## config.mk

```make
export PLATFORM = sky130hd
export DESIGN_NAME = rtc_trim_prescaler
export DESIGN_NICKNAME = d
export VERILOG_FILES = /design/src/rtl/rtc_trim_prescaler_pkg.sv /design/src/rtl/rtc_trim_shadow.sv /design/src/rtl/rtc_trim_prescaler.sv
export SDC_FILE = /design/constraint.sdc
export NUM_CORES = 1
export LEC_CHECK = 0
export ABC_AREA = 1
export ABC_CLOCK_PERIOD_IN_PS = 7500
export BUFFER_PORTS_ARGS = -buffer_cell sky130_fd_sc_hd__buf_2
export CORE_UTILIZATION = 45
export CTS_CLUSTER_DIAMETER = 60
export DETAILED_ROUTE_END_ITERATION = 6
export PLACE_DENSITY_LB_ADDON = 0.12
export SYNTH_ARGS = -nofsm -noshare
export SYNTH_HDL_FRONTEND = slang
export SYNTH_SLANG_ARGS = --single-unit
```

## constraint.sdc

```tcl
create_clock -name RTCCLK -period 7.5 [get_ports RTCCLK]
set_clock_uncertainty 0.05 [all_clocks]
set_input_delay 1.125 -clock RTCCLK [delete_from_list [all_inputs] [get_ports RTCCLK]]
set_output_delay 1.125 -clock RTCCLK [all_outputs]
set_load 0.1 [all_outputs]
```

## src/rtl/rtc_trim_prescaler_pkg.sv

```systemverilog
// Shared constants for the RTC trim prescaler: default widths, reset divider
// and the encoding of the trim direction bit.
package rtc_trim_prescaler_pkg;

    localparam int DIV_W_DEF       = 16;
    localparam int WIN_W_DEF       = 10;
    localparam int DEFAULT_DIV_DEF = 32767;

    // Direction of the one-cycle correction applied to the trimmed seconds.
    localparam logic TRIM_SHORTEN  = 1'b0;
    localparam logic TRIM_LENGTHEN = 1'b1;

endpackage

```

## src/rtl/rtc_trim_shadow.sv

```systemverilog
// Trim shadow: captures TRIMDIV/TRIMDEL/TRIMDIR on TRIMLOAD into a pending
// copy and hands it to the active trim registers only on a second boundary,
// so the divider never changes in the middle of a second.
module rtc_trim_shadow
    import rtc_trim_prescaler_pkg::*;
#(
    parameter int DIV_W       = DIV_W_DEF,
    parameter int WIN_W       = WIN_W_DEF,
    parameter int DEFAULT_DIV = DEFAULT_DIV_DEF
) (
    input  logic             RTCCLK,
    input  logic             nRTCRST,
    input  logic             TRIMLOAD,
    input  logic [DIV_W-1:0] TRIMDIV,
    input  logic [WIN_W-1:0] TRIMDEL,
    input  logic             TRIMDIR,
    input  logic             boundary,
    output logic             apply,
    output logic [DIV_W-1:0] div_next,
    output logic [WIN_W-1:0] del_next,
    output logic             dir_next,
    output logic             TRIMPEND
);

    localparam logic [DIV_W-1:0] RESET_DIV = DIV_W'(DEFAULT_DIV);

    logic [DIV_W-1:0] shadow_div_reg;
    logic [WIN_W-1:0] shadow_del_reg;
    logic             shadow_dir_reg;
    logic             pend_reg;
    logic [DIV_W-1:0] div_reg;
    logic [WIN_W-1:0] del_reg;
    logic             dir_reg;

    // A pending capture is consumed on the boundary cycle; the old shadow is
    // used even if a new TRIMLOAD lands on that same cycle.
    assign apply    = boundary && pend_reg;
    assign TRIMPEND = pend_reg;

    // Active trim values seen by the divider for the upcoming second.
    always_comb begin
        div_next = apply ? shadow_div_reg : div_reg;
        del_next = apply ? shadow_del_reg : del_reg;
        dir_next = apply ? shadow_dir_reg : dir_reg;
    end

    // Shadow capture (latest load wins), pending flag and boundary hand-over.
    always_ff @(posedge RTCCLK) begin
        if (!nRTCRST) begin
            shadow_div_reg <= '0;
            shadow_del_reg <= '0;
            shadow_dir_reg <= TRIM_SHORTEN;
            pend_reg       <= 1'b0;
            div_reg        <= RESET_DIV;
            del_reg        <= '0;
            dir_reg        <= TRIM_SHORTEN;
        end else begin
            div_reg <= div_next;
            del_reg <= del_next;
            dir_reg <= dir_next;
            if (TRIMLOAD) begin
                shadow_div_reg <= TRIMDIV;
                shadow_del_reg <= TRIMDEL;
                shadow_dir_reg <= TRIMDIR;
                pend_reg       <= 1'b1;
            end else if (apply) begin
                pend_reg       <= 1'b0;
            end
        end
    end

endmodule

```

## src/rtl/rtc_trim_prescaler.sv

```systemverilog
// RTC prescaler with digital trim: divides RTCCLK down to the 1Hz CLK1HZ
// that clocks the RTC counter. Each second lasts DIV+1 source cycles, except
// the first DEL seconds of every 2^WIN_W-second window, which are one cycle
// shorter or longer depending on the trim direction.
module rtc_trim_prescaler
    import rtc_trim_prescaler_pkg::*;
#(
    parameter int DIV_W       = DIV_W_DEF,
    parameter int WIN_W       = WIN_W_DEF,
    parameter int DEFAULT_DIV = DEFAULT_DIV_DEF
) (
    input  logic             RTCCLK,
    input  logic             nRTCRST,
    input  logic             RTCEN,
    input  logic             TRIMLOAD,
    input  logic [DIV_W-1:0] TRIMDIV,
    input  logic [WIN_W-1:0] TRIMDEL,
    input  logic             TRIMDIR,
    output logic             TICK,
    output logic             CLK1HZ,
    output logic             TRIMPEND
);

    // One extra bit so DIV+2 never overflows.
    localparam int PW = DIV_W + 1;
    localparam logic [PW-1:0] RESET_CNT  = PW'(DEFAULT_DIV);
    localparam logic [PW-1:0] RESET_HALF = PW'((DEFAULT_DIV + 1) >> 1);

    // Length of a second in source cycles for a given window position.
    function automatic logic [PW-1:0] second_period(
        input logic [WIN_W-1:0] win,
        input logic [DIV_W-1:0] div,
        input logic [WIN_W-1:0] del,
        input logic             dir
    );
        logic [PW-1:0] p;
        if (win < del) begin
            p = (dir == TRIM_LENGTHEN) ? PW'(div) + PW'(2) : PW'(div);
        end else begin
            p = PW'(div) + PW'(1);
        end
        // A zero-length second is impossible; run at one cycle per second.
        if (p == '0) begin
            p = PW'(1);
        end
        return p;
    endfunction

    logic [PW-1:0]    pre_cnt_reg, pre_cnt_next;
    logic [PW-1:0]    half_reg, half_next;
    logic [WIN_W-1:0] win_cnt_reg, win_cnt_next;
    logic             tick_reg, tick_next;
    logic             clk1hz_reg, clk1hz_next;
    logic [PW-1:0]    period_next;
    logic             boundary;
    logic             apply;
    logic [DIV_W-1:0] div_next;
    logic [WIN_W-1:0] del_next;
    logic             dir_next;

    assign boundary = RTCEN && (pre_cnt_reg == '0);

    rtc_trim_shadow #(
        .DIV_W       (DIV_W),
        .WIN_W       (WIN_W),
        .DEFAULT_DIV (DEFAULT_DIV)
    ) u_shadow (
        .RTCCLK   (RTCCLK),
        .nRTCRST  (nRTCRST),
        .TRIMLOAD (TRIMLOAD),
        .TRIMDIV  (TRIMDIV),
        .TRIMDEL  (TRIMDEL),
        .TRIMDIR  (TRIMDIR),
        .boundary (boundary),
        .apply    (apply),
        .div_next (div_next),
        .del_next (del_next),
        .dir_next (dir_next),
        .TRIMPEND (TRIMPEND)
    );

    // Next-state of the down-counter, window position and output pulses.
    always_comb begin
        win_cnt_next = win_cnt_reg;
        pre_cnt_next = pre_cnt_reg;
        half_next    = half_reg;
        if (boundary) begin
            // A freshly applied trim restarts the window.
            win_cnt_next = apply ? '0 : win_cnt_reg + WIN_W'(1);
        end
        period_next = second_period(win_cnt_next, div_next, del_next, dir_next);
        if (boundary) begin
            pre_cnt_next = period_next - PW'(1);
            half_next    = period_next >> 1;
        end else if (RTCEN) begin
            pre_cnt_next = pre_cnt_reg - PW'(1);
        end
        // Counter value 0 is the last cycle of the second.
        tick_next   = (pre_cnt_next == '0);
        // High for the first ceil(P/2) cycles; half is zero only for P=1.
        clk1hz_next = (half_next != '0) && (pre_cnt_next >= half_next);
    end

    // Divider state: frozen while RTCEN is low, TICK suppressed meanwhile.
    always_ff @(posedge RTCCLK) begin
        if (!nRTCRST) begin
            pre_cnt_reg <= RESET_CNT;
            half_reg    <= RESET_HALF;
            win_cnt_reg <= '0;
            tick_reg    <= 1'b0;
            clk1hz_reg  <= 1'b0;
        end else if (RTCEN) begin
            pre_cnt_reg <= pre_cnt_next;
            half_reg    <= half_next;
            win_cnt_reg <= win_cnt_next;
            tick_reg    <= tick_next;
            clk1hz_reg  <= clk1hz_next;
        end else begin
            tick_reg    <= 1'b0;
        end
    end

    assign TICK   = tick_reg;
    assign CLK1HZ = clk1hz_reg;

endmodule

```

# Yosys cells after proc, flatten, opt, wreduce, memory -nomap -nowiden

Cells that the tools add are included.

Register bits after elaboration: 101
Input port bits: 31
Output and inout port bits: 3
Word-level logic and storage cells: 41

Add/sub/neg operators: 5
Order comparisons: 2
Muxes and demuxes: 13
Reductions and logical operators: 9

Operators by type and width:

| kind                  | count |
|---|---|
| $mux 17               | 6 |
| $logic_not 17->1      | 3 |
| $sub 17x1->17 const B | 2 |
| $mux 10               | 3 |
| $add 16x1->17 const B | 1 |
| $add 16x2->17 const B | 1 |
| $ge 17x17->1          | 1 |
| $reduce_bool 17->1    | 1 |
| $mux 16               | 1 |
| $add 10x1->10 const B | 1 |
| $lt 10x10->1          | 1 |
| $logic_and 1x1->1     | 3 |
| $mux 1                | 3 |
| $reduce_and 2->1      | 1 |
| $reduce_bool 2->1     | 1 |

# Depth between registers and ports, before layout

Gate-level depths: netlist of the first run.

Depth in word-level cells: 13
Gate-level depth with buffers: 47

# Cells and area by module

A second synthesis of the first run with hierarchy kept.

Cell total of the unflattened synthesis: 1,002
Area total of the unflattened synthesis: 6,729.0 µm²

By module, submodules not included:

| module             | times used | cells an instance | area an instance (µm²) | sequential area each (µm²) |
|---|---|---|---|---|
| rtc_trim_prescaler | 1          | 696               | 4,519.3                | 920.9 |
| rtc_trim_shadow    | 1          | 306               | 2,209.6                | 1,101.1 |

# Worst setup path after synthesis of the first run

OpenSTA, ideal clock, no wires.

Kind: input port to flip-flop
Start: input RTCEN
End: register clk1hz_reg, in the netlist CLK1HZ
Setup time: 71 ps
Arrival time: 6,589 ps
Required time: 7,379 ps
Slack: 791 ps
Stages: 44
Cells stage by stage: buf_4 -> inv_2 -> nor2_2 -> nand3_2 -> nor2_8 -> nand2_1 -> clkbuf_1 -> nor3_1 -> inv_1 -> nor3_1 -> nand2_1 -> nand2_1 -> nor2_1 -> ha_1 -> nand3_1 -> nor3_1 -> nand2_8 -> nand2_8 -> [... 8 more ...] -> ha_1 -> inv_1 -> o21ai_0 -> inv_1 -> ha_1 -> nand2_1 -> o21ai_0 -> a21oi_1 -> nor2_1 -> nor2_1 -> o21ai_0 -> nand3_1 -> a211o_1 -> o211ai_1 -> nand2_1 -> o2111ai_1 -> nand3_1 -> a21oi_1

Longest elaborated chain between the ends: 12
Elaborated cells on any way between the ends: 21
Those cells by class: add/sub: 3; order compare: 2; mux: 11; reduce/logical: 5

RTL lines:

| element                | RTL line                  | source |
|---|---|---|
| start: declaration     | rtc_trim_prescaler.sv:14  | `input logic RTCEN,` |
| $logic_and 1x1->1 *    | rtc_trim_prescaler.sv:61  | `assign boundary = RTCEN && (pre_cnt_reg == '0);` |
| $logic_and 1x1->1      | rtc_trim_shadow.sv:37     | `assign apply = boundary && pend_reg;` |
| $mux 10                | rtc_trim_prescaler.sv:89  | `win_cnt_next = apply ? '0 : win_cnt_reg + WIN_W'(1);` |
| $mux 10 *              | rtc_trim_prescaler.sv:87  | `if (boundary) begin` |
| via win_cnt_next[6]    | rtc_trim_prescaler.sv:51  | `logic [WIN_W-1:0] win_cnt_reg, win_cnt_next;` |
| $lt 10x10->1 *         | rtc_trim_prescaler.sv:37  | `if (win < del) begin` |
| $mux 17 *              | rtc_trim_prescaler.sv:37  |  |
| $logic_not 17->1       | rtc_trim_prescaler.sv:43  | `if (p == '0) begin` |
| $mux 17 *              | rtc_trim_prescaler.sv:43  |  |
| $sub 17x1->17 *        | rtc_trim_prescaler.sv:93  | `pre_cnt_next = period_next - PW'(1);` |
| $mux 17 *              | rtc_trim_prescaler.sv:92  | `if (boundary) begin` |
| via pre_cnt_next[1]    | rtc_trim_prescaler.sv:49  | `logic [PW-1:0] pre_cnt_reg, pre_cnt_next;` |
| $ge 17x17->1 *         | rtc_trim_prescaler.sv:101 | `clk1hz_next = (half_next != '0) && (pre_cnt_next >= half_next);` |
| $logic_and 1x1->1 *    | rtc_trim_prescaler.sv:101 |  |
| end signal: assignment | rtc_trim_prescaler.sv:117 | `clk1hz_reg <= clk1hz_next;` |
| end: declaration       | rtc_trim_prescaler.sv:53  | `logic clk1hz_reg, clk1hz_next;` |

Mark *: on every way through the listed nets, which the timed path passes. The rest lies on a longest branch.
A chain may end at the register's enable or synchronous reset.

# Worst setup path in the final report of the first run

Same ends and word-level chain as after synthesis.

==> flow_summary.ini, run 1 <==
[run_status]
status = complete, no violations

[hold_path]
hold_path_class = reg2reg
hold_path_startpoint = u_shadow.shadow_div_reg[0]$_SDFFE_PN0P_
whs_path_depth = 2
worstHoldEndpoint = u_shadow.shadow_div_reg[0]$_SDFFE_PN0P_

[worst_setup_path]
critical_path.startpoint_type = input pin
cpMostUsedCell = sky130_fd_sc_hd__nand2_1
worst_path_max_delay_cell = sky130_fd_sc_hd__ha_1
slack_of_the_worst_reg_to_reg_path_ns = 0.96
worst_r2r_path_depth = 40
timing.critical_path.from = RTCEN
arrival_time_of_data_at_the_critical_path_endpoint_ns = 7.04
crit_path_end_kind = flop
worst_r2r_startpoint = pre_cnt_reg[8]$_SDFFE_PN1P_
cp.required_ns = 7.74
regToRegEndpoint = CLK1HZ$_SDFFE_PN0P_
critPathMaxFanout = 10
crit_path_largest_cell_delay_ns = 0.32
criticalPathCategory = in2reg

[global_routing]
grt_pass1_vias = 5975
pin_count_of_the_biggest_net_entering_global_routing = 61
global_route_wire_length_before_repair_mm = 30.50
antenna_found_initial = 0
global_routing_usage_summed_across_all_routing_layers_pct = 24.59
gr-total-overflow = 0

[clock_tree]
later_pin_clock_latency_in_the_skew_report_ns = 0.36
ctsHtreeMaxLevel = 3
postCtsResizedCells = 0
tritoncts_num_sinks = 101
postCtsSetupRepairBufs = 0
tritoncts = yes
post_cts_hold_buffer_count = 0
clk_path_buf_depth = 2
cts-buffers-inserted = 9
cts.clk_slew.worst_paths_ns = 0.08
clockRootBuffer = sky130_fd_sc_hd__clkbuf_16

[yosys]
post_synth.cell_area_avg_um2 = 6.750
synth_common_cells = 223 x sky130_fd_sc_hd__nand2_1, 139 x sky130_fd_sc_hd__nor2_1, 117 x sky130_fd_sc_hd__inv_1
yosys_warnings = 0
synth.net_count = 1069
postSynthRegisterBits = 101
synth_top_area_share_pct = 29.78
yosys.cell_count.top_type = sky130_fd_sc_hd__nand2_1
synth.distinct_cells = 49
synth_sequential_area_ratio_pct = 29.78
synth-edff-count = 0
asyncSetResetFlopFracSynth_pct = 0
post_synth_inst_count = 1006
most_common_flop_cell_mapped_by_yosys = sky130_fd_sc_hd__dfxtp_1
synth_top_area_cell = sky130_fd_sc_hd__dfxtp_1
ys_top_cells_by_area = sky130_fd_sc_hd__dfxtp_1 30%, sky130_fd_sc_hd__nand2_1 12%, sky130_fd_sc_hd__nor2_1 7.7%
post_synth_instance_area_mm2 = 0.006790

[place]
place_congestion = 0.9010
dpl.hpwl_mm = 13.84
port-buffer-count = 33

[detailed_routing]
vias = 6388
first_pass_iters = 5
detail_route.wl_per_cell_um = 14.91
avgViaCountPerCell = 5.223
detail-route-antenna-nets = 0
drt_drc_violations_left = 0
drt-initial-drc-count = 525
postRouteWirelength_mm = 18.23

[layout]
final_layout_size_suffix_gt1_share_pct = 15.59
antenna_diode_count = 0
layout-area-overhead-vs-synth_pct = 9.066
fillerInstances = 1522
nets = 1097

[floorplan]
initial_utilization_pct = 46.37
die-height_um = 124.8
width_of_the_die_um = 124.8
area_enclosed_by_the_die_boundary_mm2 = 0.01559
floorplan.io_pins = 34
core_region_area_mm2 = 0.01464
row_count = 44

[job]
cap_violations = 0

[pwr]
vdd_ir_drop_max_mv = 0.1005
power.static_leakage_nw = 3.762
power_density_mw_per_mm2 = 146.3

[timing]
slew_viol_final = 0
worst_slew_pin_slew_ns = 0.6432
final_period_minus_worst_setup_slack_ns = 6.798
setup-tns-final_ns = 0
max_freq_mhz = 147.1
timing.slew.headroom_pct = 57.12
grt_setup_unrepaired = no
report.final.setup_viol = 0
final_hold_vio_count = 0
hold_slack_ns = 0.4130
final.period_utilization_pct = 90.64
critical path: cells and delay by family:
kind	cells	cell delay, ns
compound gates	8	1.37
simple gates	25	3.01
buf+inv	7	0.73
fa+ha+maj	3	0.77
where the power goes:
part           switching [mW]  internal [mW]  total, mW
combinational          0.0411         0.0183     0.0595
clock                   0.234          0.236      0.470
sequential            0.00620          0.548      0.554
total                   0.281          0.802       1.08
placed cells by master, fill, tap and decap left out, types with 10 or more instances in the layout:
cell	count
sky130_fd_sc_hd__nand2_1	223
sky130_fd_sc_hd__nor2_1	139
sky130_fd_sc_hd__inv_1	117
sky130_fd_sc_hd__dfxtp_1	101
sky130_fd_sc_hd__o21ai_0	64
sky130_fd_sc_hd__nand3_1	63
sky130_fd_sc_hd__a21oi_1	35
sky130_fd_sc_hd__buf_2	33
sky130_fd_sc_hd__nand2_2	32
sky130_fd_sc_hd__ha_1	32
sky130_fd_sc_hd__nand4_1	28
sky130_fd_sc_hd__nor3_1	17
sky130_fd_sc_hd__buf_4	15
sky130_fd_sc_hd__o21ai_1	12
sky130_fd_sc_hd__inv_2	11
sky130_fd_sc_hd__nand3_2	10
sky130_fd_sc_hd__nor2_2	10
per-stage QoR:
stage | power, mW | utilization [%] | instance area [µm²] | instances | setup slack [ns]
final | 1.084 | 50.57 | 7406 | 1223 | 0.7021
after global routing | 1.126 | 50.57 | 7406 | 1223 | 0.1827
after CTS | 1.099 | 50.57 | 7406 | 1223 | 0.7865
after detailed placement | 0.6260 | 48.53 | 7107 | 1207 | 0.4460
after global placement | 0.6256 | 48.53 | 7107 | 1207 | 0.4900
after floorplan | 0.6042 | - | 6790 | 1006 | 0.7907
cell families after synthesis:
| kind of cell | Yosys count | share of synthesized area [%] |
|---|---|---|
| compound gates | 127 | 10.25 |
| mux | 9 | 1.327 |
| xor+xnor | 10 | 1.290 |
| flops | 101 | 29.78 |
| simple gates | 565 | 41.40 |
| fa+ha+maj | 32 | 5.896 |
| buf+inv | 162 | 10.06 |
layout make-up:
type | instances | area (µm²) | area share, %
Timing Repair Buffer | 48 | 277.8 | 3.751
Multi-Input combinational cell | 743 | 4085 | 55.16
Inverter | 131 | 491.7 | 6.640
Clock buffer | 9 | 225.2 | 3.041
Clock inverter | 7 | 73.82 | 0.9968
Sequential cell | 101 | 2022 | 27.30
Tap cell | 184 | 230.2 | 3.109
metal layers:
layer	wire length (µm)	vias up	track usage [%]
li1	-	3303	-
met5	0	-	0
met4	129	0	4.878
met2	8097	157	39.49
met3	987	12	4.682
met1	9018	2916	34.25
worst max-delay path by stage:
stage,endpoint,slack [ns]
after floorplan,CLK1HZ$_SDFFE_PN0P_,0.79
after global placement,CLK1HZ$_SDFFE_PN0P_,0.49
after detailed placement,CLK1HZ$_SDFFE_PN0P_,0.45
after CTS,CLK1HZ$_SDFFE_PN0P_,0.79
after global routing,CLK1HZ$_SDFFE_PN0P_,0.18
final,CLK1HZ$_SDFFE_PN0P_,0.70
Note: power is estimated with default switching activity, not from simulation.
==> inputs of run 2 (changes only) <==
--- a/config.mk
+++ b/config.mk
@@ -11,6 +11,7 @@
 export CORE_UTILIZATION = 45
 export CTS_CLUSTER_DIAMETER = 60
 export DETAILED_ROUTE_END_ITERATION = 6
+export GPL_TIMING_DRIVEN = 0
 export PLACE_DENSITY_LB_ADDON = 0.12
 export SYNTH_ARGS = -nofsm -noshare
 export SYNTH_HDL_FRONTEND = slang
==> run 2 against run 1 <==
  * Via count up 1.2%
  * Sequential power hardly changed
  * Worst hold slack improved by 0.00085 ns
  * Register-to-register slack worse by 0.18 ns
  * Total power grew 1.6%
  * Final area rose by 2.6%
==> flow_summary.ini, run 2 (synthesis gave the netlist of run 1 again) <==
[worst_setup_path]
worst_r2r_path_depth = 47
worst_r2r_startpoint = pre_cnt_reg[8]$_SDFFE_PN1P_
cpMostUsedCell = sky130_fd_sc_hd__nand2_1
cp.required_ns = 7.74
regToRegEndpoint = CLK1HZ$_SDFFE_PN0P_
arrival_time_of_data_at_the_critical_path_endpoint_ns = 7.15
criticalPathCategory = in2reg
worst_path_max_delay_cell = sky130_fd_sc_hd__ha_1
critical_path.startpoint_type = input pin
crit_path_end_kind = flop
crit_path_largest_cell_delay_ns = 0.30
critPathMaxFanout = 10
slack_of_the_worst_reg_to_reg_path_ns = 0.78

[job]
cap_violations = 0

[layout]
utilization_pct = 51.86
nets = 1119
fillerInstances = 1544
antenna_diode_count = 0
final_layout_size_suffix_gt1_share_pct = 16.40
most-common-layout-cells = 220 x sky130_fd_sc_hd__nand2_1, 139 x sky130_fd_sc_hd__nor2_1, 117 x sky130_fd_sc_hd__inv_1
layout-area-overhead-vs-synth_pct = 11.85
postLayoutCellArea_mm2 = 0.007595
mostFrequentLayoutCell = sky130_fd_sc_hd__nand2_1

[clock_tree]
post_cts_hold_buffer_count = 0
tritoncts_num_sinks = 101
cts-buffers-inserted = 9
later_pin_clock_latency_in_the_skew_report_ns = 0.36
cts.clk_slew.worst_paths_ns = 0.08
clockRootBuffer = sky130_fd_sc_hd__clkbuf_16
ctsHtreeMaxLevel = 3
tritoncts = yes
clk_path_buf_depth = 2

[hold_path]
worstHoldEndpoint = u_shadow.shadow_div_reg[0]$_SDFFE_PN0P_
hold_path_class = reg2reg
whs_path_depth = 2
hold_path_startpoint = u_shadow.shadow_div_reg[0]$_SDFFE_PN0P_

[run_status]
status = complete, no violations

[detailed_routing]
avgViaCountPerCell = 5.194
postRouteWirelength_mm = 18.87
detail_route.wl_per_cell_um = 15.16
first_pass_iters = 5
drt-initial-drc-count = 492
drt_drc_violations_left = 0
detail-route-antenna-nets = 0
vias = 6466

[place]
dpl.hpwl_mm = 14.76
detailed_place.area_mm2 = 0.007181
port-buffer-count = 32
place_congestion = 0.9291

[floorplan]
die-height_um = 124.8
core_region_area_mm2 = 0.01464
floorplan.io_pins = 34
initial_utilization_pct = 46.37
row_count = 44
width_of_the_die_um = 124.8
area_enclosed_by_the_die_boundary_mm2 = 0.01559

[pwr]
power_density_mw_per_mm2 = 145.0
finalPower_mw = 1.101
vdd_ir_drop_max_mv = 0.09721
power.static_leakage_nw = 3.844

[timing]
slew_viol_final = 0
final_period_minus_worst_setup_slack_ns = 6.914
final_hold_vio_count = 0
worst_slew_pin_slew_ns = 0.7073
max_freq_mhz = 144.6
final.period_utilization_pct = 92.19
timing.slew.headroom_pct = 52.85
hold_slack_ns = 0.4138
report.final.setup_viol = 0

[global_routing]
grt_pass1_vias = 6283
global_route_wire_length_before_repair_mm = 31.60
pin_count_of_the_biggest_net_entering_global_routing = 21
gr-total-overflow = 0
global_routing_usage_summed_across_all_routing_layers_pct = 25.67
antenna_found_initial = 0
run 2: changes by cell type in the layout (fill, tap and decap cells not counted), sizes merged:
| cell | change |
|---|---|
| clkbuf | +18 |
| clkinvlp | +1 |
| clkinv | -1 |
| buf | +4 |
run 2: routing by layer:
metal / wire, µm / vias to the layer above / GRT usage (%)
met5: 0 / - / 0
met1: 9233 / 2926 / 35.38
li1: - / 3354 / -
met4: 313 / 0 / 8.393
met2: 8351 / 163 / 41.31
met3: 973 / 23 / 3.436
run 2: critical path, delay by kind of cell:
family / cells / cell delay (ns)
AO/OA/AOI/OAI: 12 / 1.74
XOR/XNOR: 1 / 0.09
adder cells (fa/ha/maj): 3 / 0.74
buffers and inverters: 8 / 1.06
AND/OR/NAND/NOR: 23 / 2.37
run 2: through the flow:
stage               setup slack [ns]    TNS, ns  instances
floorplan                     0.7907          0       1006
global placement             -0.7734    -0.7734       1222
detailed placement           -0.7124    -0.7124       1222
CTS                          0.09879          0       1238
global route               -0.002233  -0.002233       1245
finish                        0.5859          0       1245
run 2: layout make-up:
cell class / count / area (µm²) / area share (%)
plain buffers: 29 / 197.7 / 2.603
flip-flops and latches: 101 / 2022 / 26.62
multi-input cells: 743 / 4121 / 54.27
clock inverters: 7 / 75.07 / 0.9885
well taps: 184 / 230.2 / 3.031
clock buffers: 9 / 225.2 / 2.965
repair buffers: 41 / 227.7 / 2.998
inverters: 131 / 495.5 / 6.524
run 2: worst max path at each step:
stage / from / end / slack [ns] / cells after the start
global placement: RTCEN / CLK1HZ$_SDFFE_PN0P_ / -0.77 / 44
detailed placement: RTCEN / CLK1HZ$_SDFFE_PN0P_ / -0.71 / 44
floorplan: RTCEN / CLK1HZ$_SDFFE_PN0P_ / 0.79 / 44
finish: RTCEN / CLK1HZ$_SDFFE_PN0P_ / 0.59 / 47
global route: RTCEN / CLK1HZ$_SDFFE_PN0P_ / -0.002 / 46
CTS: RTCEN / CLK1HZ$_SDFFE_PN0P_ / 0.1 / 45
run 2: power breakdown:
group | internal (mW) | switching, mW | total (mW)
clock network | 0.238 | 0.247 | 0.485
logic | 0.0188 | 0.0434 | 0.0622
registers | 0.548 | 0.00628 | 0.554
total | 0.804 | 0.297 | 1.10
run 2: timing repair:
item / CTS / global route
endpoints found under the setup margin: 1 / 1
gates resized for setup: 6 / 14
buffers inserted: 1 / 8
pin swaps: 0 / 3
==> inputs of run 3 (changes only) <==
==> constraint.sdc (replaced) <==
create_clock -name RTCCLK -period 7.5 [get_ports RTCCLK]
set_clock_uncertainty 0.05 [all_clocks]
set_input_delay 1.5 -clock RTCCLK [delete_from_list [all_inputs] [get_ports RTCCLK]]
set_output_delay 1.5 -clock RTCCLK [all_outputs]
set_load 0.1 [all_outputs]
==> run 3 against run 2 <==
  * Combinational power hardly changed
  * Maximum frequency is 2.4% lower
  * Sequential power hardly changed
  * Count of clock-buffer cells in the layout stayed put
  * Flip-flop and latch count stayed put
  * Setup slack worse by 0.17 ns
  * Wire length is 0.77% higher
  * Die area stayed put
  * Largest cell class unchanged
  * Largest power group unchanged
==> flow_summary.ini, run 3 (synthesis gave the netlist of run 1 again) <==
[pwr]
power_density_mw_per_mm2 = 143.2
power.static_leakage_nw = 3.865
finalPower_mw = 1.102
vdd_ir_drop_max_mv = 0.09662

[place]
detailed_place.area_mm2 = 0.007181
worst_setup_timing_slack_at_the_placement_stage_ns = -1.087
place_congestion = 0.9291
dpl.hpwl_mm = 14.76
port-buffer-count = 32
placedCellCount = 1222

[global_routing]
pin_count_of_the_biggest_net_entering_global_routing = 21
gr-total-overflow = 0
global_routing_usage_summed_across_all_routing_layers_pct = 25.76
global_route_wire_length_before_repair_mm = 31.69
antenna_found_initial = 0
grt_pass1_vias = 6300

[clock_tree]
tritoncts_num_sinks = 101
post_cts_hold_buffer_count = 0
tritoncts = yes
later_pin_clock_latency_in_the_skew_report_ns = 0.36
cts.clk_slew.worst_paths_ns = 0.08
clk_path_buf_depth = 2
cts-buffers-inserted = 9
ctsHtreeMaxLevel = 3
clockRootBuffer = sky130_fd_sc_hd__clkbuf_16

[floorplan]
die-height_um = 124.8
row_count = 44
area_enclosed_by_the_die_boundary_mm2 = 0.01559
core_region_area_mm2 = 0.01464
floorplan.io_pins = 34
initial_utilization_pct = 46.37
width_of_the_die_um = 124.8

[job]
cap_violations = 0

[detailed_routing]
drt-initial-drc-count = 440
first_pass_iters = 5
drt_drc_violations_left = 0
detail_route.wl_per_cell_um = 15.24
postRouteWirelength_mm = 19.02
vias = 6509
detail-route-antenna-nets = 0
avgViaCountPerCell = 5.216

[worst_setup_path]
worst_path_max_delay_cell = sky130_fd_sc_hd__ha_1
regToRegEndpoint = CLK1HZ$_SDFFE_PN0P_
crit_path_end_kind = flop
criticalPathCategory = in2reg
cp.required_ns = 7.74
slack_of_the_worst_reg_to_reg_path_ns = 0.96
arrival_time_of_data_at_the_critical_path_endpoint_ns = 7.32
crit_path_largest_cell_delay_ns = 0.29
critPathMaxFanout = 10
critical_path.startpoint_type = input pin
cpMostUsedCell = sky130_fd_sc_hd__nand2_1
worst_r2r_startpoint = pre_cnt_reg[8]$_SDFFE_PN1P_
worst_r2r_path_depth = 46

[timing]
report.final.setup_viol = 0
setup-tns-final_ns = 0
slew_viol_final = 0
worst_slew_pin_slew_ns = 0.6995
timing.slew.headroom_pct = 53.37
final_hold_vio_count = 0
max_freq_mhz = 141.2
hold_slack_ns = 0.4151
final_period_minus_worst_setup_slack_ns = 7.084
final.period_utilization_pct = 94.46
worst_slack_ns = 0.4157

[run_status]
status = complete, no violations

[layout]
utilization_pct = 52.53
layout-area-overhead-vs-synth_pct = 13.29
nets = 1122
most-common-layout-cells = 218 x sky130_fd_sc_hd__nand2_1, 139 x sky130_fd_sc_hd__nor2_1, 117 x sky130_fd_sc_hd__inv_1
antenna_diode_count = 0
final_layout_size_suffix_gt1_share_pct = 17.39
final_instance_count_without_filler_cells = 1248
postLayoutCellArea_mm2 = 0.007692
mostFrequentLayoutCell = sky130_fd_sc_hd__nand2_1

[hold_path]
worstHoldEndpoint = u_shadow.shadow_div_reg[0]$_SDFFE_PN0P_
whs_path_depth = 2
hold_path_startpoint = u_shadow.shadow_div_reg[0]$_SDFFE_PN0P_
hold_path_class = reg2reg
## run 3: critical path, delay by kind of cell
family                   cells  cell delay (ns)
multiplexers                 1             0.25
buffers and inverters       11             1.40
AO/OA/AOI/OAI                7             0.96
adder cells (fa/ha/maj)      3             0.74
AND/OR/NAND/NOR             21             2.45
## run 3: worst max path at each step
stage	startpoint	endpoint	cells past startpoint
after floorplan	RTCEN	CLK1HZ$_SDFFE_PN0P_	44
after global placement	RTCEN	CLK1HZ$_SDFFE_PN0P_	44
after detailed placement	RTCEN	CLK1HZ$_SDFFE_PN0P_	44
after CTS	RTCEN	CLK1HZ$_SDFFE_PN0P_	43
after global routing	RTCEN	CLK1HZ$_SDFFE_PN0P_	46
final	RTCEN	CLK1HZ$_SDFFE_PN0P_	43
## run 3: layer usage
metal / wire (µm) / GRT usage, % / up-vias
met1: 9192 / 35.59 / 2948
met4: 297 / 8.250 / 0
met2: 8458 / 41.34 / 174
li1: - / - / 3364
met3: 1068 / 3.565 / 23
met5: 0 / 0 / -
## run 3: what timing repair did
item | 4_1_cts | 5_1_grt
endpoints found under the setup margin | 1 | 1
setup buffers | 4 | 7
resized for setup | 8 | 28
pin swaps | 1 | 6
## run 3: area by class of cell
class / instances / area, µm²
Inverter: 131 / 498.0
Multi-Input combinational cell: 743 / 4170
Clock inverter: 7 / 75.07
Sequential cell: 101 / 2022
Timing Repair Buffer: 43 / 267.8
Clock buffer: 9 / 225.2
Buffer: 30 / 203.9
Fill cell: 1526 / 6952
Tap cell: 184 / 230.2
## run 3: where the power goes
part | leakage [nW] | internal, mW | switching (mW) | total [mW]
Clock | 0.150 | 0.238 | 0.247 | 0.485
Combinational | 2.89 | 0.0188 | 0.0435 | 0.0623
Sequential | 0.823 | 0.548 | 0.00637 | 0.554
